## src/rtl/exe_mem_reg.sv

```systemverilog
`default_nettype none
// +------------------------------------------------------------------------+
// | exe_mem_reg: EXE/MEM pipeline register plus architectural NZCV flags.  |
// | Optional macro EXE_MEM_PERF_CNT_EN adds a retired-instruction counter. |
// | Rev 1.0                                                                |
// +------------------------------------------------------------------------+
module exe_mem_reg #(
  parameter int DATA_W     = 32,
  parameter int REG_ADDR_W = 4
) (
  input  logic                  clk,
  input  logic                  rst,
  input  logic                  freeze_in,
  input  logic                  flush_in,
  input  logic                  valid_in,
  input  logic                  wb_en_in,
  input  logic                  mem_r_en_in,
  input  logic                  mem_w_en_in,
  input  logic                  s_in,
  input  logic [DATA_W-1:0]     alu_res_in,
  input  logic [3:0]            status_alu_in,
  input  logic [DATA_W-1:0]     val_rm_in,
  input  logic [REG_ADDR_W-1:0] dest_in,
  output logic                  valid_out,
  output logic                  wb_en_out,
  output logic                  mem_r_en_out,
  output logic                  mem_w_en_out,
  output logic [DATA_W-1:0]     alu_res_out,
  output logic [DATA_W-1:0]     val_rm_out,
  output logic [REG_ADDR_W-1:0] dest_out,
  output logic [3:0]            status_out,
`ifdef EXE_MEM_PERF_CNT_EN
  output logic [31:0]           retire_cnt_out,
`endif
  output logic                  carry_out
);

  logic w_capture;
  assign w_capture = !flush_in && !freeze_in;

  always_ff @(posedge clk) begin
    if (!rst) begin
      valid_out    <= 1'b0;
      wb_en_out    <= 1'b0;
      mem_r_en_out <= 1'b0;
      mem_w_en_out <= 1'b0;
      alu_res_out  <= '0;
      val_rm_out   <= '0;
      dest_out     <= '0;
      status_out   <= 4'b0000;
    end else if (flush_in) begin
      // Killed instruction becomes a clean bubble; flags are untouched.
      valid_out    <= 1'b0;
      wb_en_out    <= 1'b0;
      mem_r_en_out <= 1'b0;
      mem_w_en_out <= 1'b0;
      alu_res_out  <= '0;
      val_rm_out   <= '0;
      dest_out     <= '0;
    end else if (!freeze_in) begin
      valid_out    <= valid_in;
      wb_en_out    <= wb_en_in && valid_in;
      mem_r_en_out <= mem_r_en_in && valid_in;
      mem_w_en_out <= mem_w_en_in && valid_in;
      alu_res_out  <= alu_res_in;
      val_rm_out   <= val_rm_in;
      dest_out     <= dest_in;
      if (valid_in && s_in) begin
        status_out <= status_alu_in;
      end
    end
  end

  // Registered C only: ADC/SBC chains see the carry from the previous cycle.
  assign carry_out = status_out[1];

`ifdef EXE_MEM_PERF_CNT_EN
  always_ff @(posedge clk) begin
    if (!rst) begin
      retire_cnt_out <= 32'd0;
    end else if (w_capture && valid_in) begin
      retire_cnt_out <= retire_cnt_out + 32'd1;
    end
  end
`endif

  always_ff @(posedge clk) begin
    if (rst && w_capture && valid_in) begin
      assert (!(mem_r_en_in && mem_w_en_in))
        else $error("exe_mem_reg: load and store both asserted on a valid instruction");
    end
  end

endmodule
`default_nettype wire

```

## config.mk

```make
export PLATFORM = sky130hd
export DESIGN_NAME = exe_mem_reg
export DESIGN_NICKNAME = d
export VERILOG_FILES = /design/src/rtl/exe_mem_reg.sv
export SDC_FILE = /design/constraint.sdc
export NUM_CORES = 1
export LEC_CHECK = 0
export BUFFER_PORTS_ARGS = -buffer_cell sky130_fd_sc_hd__clkbuf_2
export CAP_MARGIN = 20
export CORE_ASPECT_RATIO = 1.1
export CORE_UTILIZATION = 44
export CTS_CLUSTER_DIAMETER = 200
export DETAILED_ROUTE_END_ITERATION = 16
export MAX_ROUTING_LAYER = met4
export PLACE_DENSITY = 0.8
export SLEW_MARGIN = 20
export SYNTH_ARGS = -nofsm -noshare
export SYNTH_HDL_FRONTEND = slang
export SYNTH_SLANG_ARGS = --single-unit
export TNS_END_PERCENT = 1
```

## constraint.sdc

```tcl
create_clock -name clk -period 1.14 [get_ports clk]
set_input_delay 0.114 -clock clk [delete_from_list [all_inputs] [get_ports clk]]
set_output_delay 0.114 -clock clk [all_outputs]
set_load 0.02 [all_outputs]
```

==> impl_summary.md <==
Setup path
The launch point of the critical path is alu_res_out[3]$_SDFFE_PP0N_. The worst endpoint required time is slightly above 1 ns. The arrival time reported for the critical path endpoint is 0.89 ns. The largest fanout on the critical path is 2. The slowest stage of the critical path is the sky130_fd_sc_hd__dfxtp_1 cell. The startpoint identified for the worst register-to-register timing path is alu_res_out[5]$_SDFFE_PP0N_.

The critical setup path kind is flop to output pin. The category of the worst setup path launch point is a flop. The family with the most delay on the worst path is flip-flops.

For this run, the slowest stage of the critical path takes 0.36 ns. Counting both buffers and inverters, the worst setup path holds a total of 1. The critical path goes through clkbuf_2. The kind of end point of the critical path is an output pin.

Global route
The initial antenna violation count came to 0. Entering global routing, the biggest net connects 52 pins. The via count of the first global-routing pass came to 2315.

Across every metal layer, demand over resource in global routing totals 0.1997. The wire length of the first global-routing pass is 10110 um. The overflow left after global routing is 0.

Logic synthesis
The instance count of the mapped netlist is 257. The mean area per synthesized cell is around 11 um^2. Yosys mapped a number of flops with a built-in enable equal to 0. The library cell occupying the most area in the post-synthesis netlist is sky130_fd_sc_hd__dfxtp_1. The share of Yosys cell area claimed by the top area cell type is 0.5383.

The Yosys warning count is 0. Of all flip-flops after synthesis, the portion carrying an async set or reset was 0. The synthesized net count is between 300 and 400. Ranked by total cell area, the synthesized netlist is headed by sky130_fd_sc_hd__dfxtp_1, sky130_fd_sc_hd__mux2i_1, sky130_fd_sc_hd__nor2_1, sky130_fd_sc_hd__buf_12, sky130_fd_sc_hd__buf_2. By count the netlist is led by sky130_fd_sc_hd__dfxtp_1, sky130_fd_sc_hd__mux2i_1, sky130_fd_sc_hd__nor2_1, sky130_fd_sc_hd__nand2_1, sky130_fd_sc_hd__buf_2. The dominant register cell in the synthesized netlist is sky130_fd_sc_hd__dfxtp_1. The sequential element share of the synthesized area is 0.5383. The register bit total from synthesis is 76.

Yosys instantiated no cell more often than sky130_fd_sc_hd__dfxtp_1. In this run, distinct cell masters in the synthesized netlist total 13. The cell area after synthesis is 2826 um^2.

Timing
The number of hold-slack violations in the final timing report came to 0. The total negative slack is 0 ns. In this run the tightest slew margin relative to its limit is 0.7263. The smallest clock period supported by the final layout is computed as 1.001 ns. Setup repair after global routing left no endpoint under its margin. Setup violations remaining at the end of the flow were counted as 0. The number of pins with negative max-slew slack in the final report is 0. Based on the critical path, the design can be clocked at up to 0.9993 GHz. The clock arrives with 0 ns of skew.

At the pin with the least slew margin, the transition time is 0.4099 ns. The final cycle utilization of the critical path is 0.8778.

Clock tree
The number of buffers created by CTS is 9. Clock tree synthesis selected as its root buffer the cell sky130_fd_sc_hd__clkbuf_8. The clock slew at the register clock pins of the worst setup and hold paths is 0.09 ns.

The H-tree was split into 3 levels. Gates resized during post-CTS repair numbered 0. The clock latency reported for the late side of the worst-skew pair is 0.34 ns. The maximum clock insertion buffer count is 2.

The buffer count from post-CTS setup fixing is 0. TritonCTS built the clock tree. The clock net in this run drives a total of 76 sinks.

Worst hold path
The tightest min-delay check is of the input port to flop type. The startpoint of the lowest-slack hold path is val_rm_in[15].

Die
between 150 and 200 I/O pins were placed. The starting density of the core is 0.4564. The core footprint is 6193 um^2. The floorplan die height is 86.06 um. The die outline area is ~6700 um^2. In this run the horizontal extent of the chip is 78.42 um. The row count is 30.

Status
The run finished with clean final reports.

Finish
The signed area change from the synthesized netlist to the final layout is 45.73%. The fraction of layout instances using a drive strength above 1 is 0.4000. The finished layout holds 525 standard cells, fillers aside. For this run, the post-layout net count is 521.

The number of antenna diodes in the final layout is 0.

Run
Across the run, the number of max-cap violations was 0.

Placed design
In this run, placement finished with an instance count of 478. Input and output buffers added on the ports amount to 157. The estimated wirelength of the detail-placed design is between 4000 and 5000 um. Routability-driven placement finished with a final weighted congestion of 0.7001.

Drt
The post-detailed-route wirelength per cell is about 12 um. The post-route antenna net violation count is 0. The detailed router finished its first iteration with 70 violations.

Summed over all layers, the routed wires come to 6490 um. Dividing the detail-routed via count by the number of cells gives about 4.7. Before antenna repair, the detailed router went through 4 iterations. In the routed design, unresolved DRC markers number 0. Detailed routing inserted a total of 2455 vias.

Pwr
The maximum ir drop on the vdd rail is roughly 1.1 mV. For this design the static power due to leakage is 2.116 nW. Dividing total power by cell area gives a power density of ~1400 nW/um^2.
layer usage:
layer  track usage  up-vias  part of all wire
li1              -     1212                 -
met1        0.2008     1111              0.40
met2        0.3429      108              0.50
met3       0.04681       24             0.055
met4        0.1364        0             0.040
met5             -        -                 0
logic make-up (layout without fill, tap and decap cells):
logic type / after synthesis / after routing / share of synthesized area
buffers and inverters: 20 / 208 / 0.07260
flip-flops: 76 / 76 / 0.5383
multiplexers: 73 / 73 / 0.2585
AND/OR/NAND/NOR: 85 / 85 / 0.1253
AO/OA/AOI/OAI: 3 / 3 / 0.005311
where the power goes:
group | switching, W | total (W) | internal [W] | leakage [nW]
clock network | 0.000961 | 0.00219 | 0.00123 | 0.102
logic | 0.000375 | 0.000757 | 0.000382 | 1.39
registers | 0.0000443 | 0.00278 | 0.00274 | 0.619
total | 0.00138 | 0.00573 | 0.00435 | 2.12
flip-flops by register name, summed over array words and instances, names as in the netlist:
signal,flops
mem_w_en_out,1
val_rm_out,32
valid_out,1
alu_res_out,32
status_out,4
dest_out,4
wb_en_out,1
mem_r_en_out,1
final timing paths:
kind	endpoint	slack (ns)	cells past startpoint
max	alu_res_out[3]	0.14	1
min	val_rm_out[15]$_SDFFE_PP0N_	0.02	3
min reg2reg	mem_r_en_out$_SDFFE_PP0N_	0.47	2
max reg2reg	alu_res_out[5]$_SDFFE_PP0N_	0.39	2
cell type report:
class / count / area (um^2)
Fill cell: 500 / 2074
Sequential cell: 76 / 1521
Timing Repair Buffer: 192 / 1179
Multi-Input combinational cell: 161 / 1102
Clock buffer: 10 / 127.6
Tap cell: 80 / 100.1
Clock inverter: 6 / 88.84
placed cells by master (no fill, tap or decap):
master	netlist	layout
sky130_fd_sc_hd__bufinv_16	0	2
sky130_fd_sc_hd__buf_4	3	1
sky130_fd_sc_hd__buf_12	5	4
sky130_fd_sc_hd__nand2b_2	0	1
sky130_fd_sc_hd__dlygate4sd3_1	0	31
sky130_fd_sc_hd__a21oi_1	3	3
sky130_fd_sc_hd__clkinv_2	0	1
sky130_fd_sc_hd__nand2_1	11	11
sky130_fd_sc_hd__clkinvlp_4	0	2
sky130_fd_sc_hd__nor2_1	69	69
sky130_fd_sc_hd__nand3b_1	3	3
sky130_fd_sc_hd__mux2i_1	73	73
sky130_fd_sc_hd__clkbuf_2	0	156
sky130_fd_sc_hd__clkinv_4	0	1
sky130_fd_sc_hd__dfxtp_1	76	76
sky130_fd_sc_hd__nor4bb_4	1	1
sky130_fd_sc_hd__clkbuf_1	0	1
sky130_fd_sc_hd__clkbuf_8	0	9
metrics by stage:
stage               area (um^2)  hold slack, ns  power, W  setup slack, ns  utilization
floorplan                  2826          0.2561  0.003277           0.2746            -
global placement           3592          0.3425  0.003495           0.1480       0.5800
detailed placement         3592          0.3526  0.003512           0.1133       0.5800
CTS                        4119        0.001529  0.005789           0.1258       0.6651
global route               4119        0.008292  0.005975           0.1024       0.6651
finish                     4119         0.01577  0.005734           0.1393       0.6651
timing repair:
item                                    4_1_cts  5_1_grt
endpoints found under the setup margin        0        0
hold buffers                                 31        0
endpoints found under the hold margin        31        0
No activity file was read; power rests on OpenSTA's default activity.
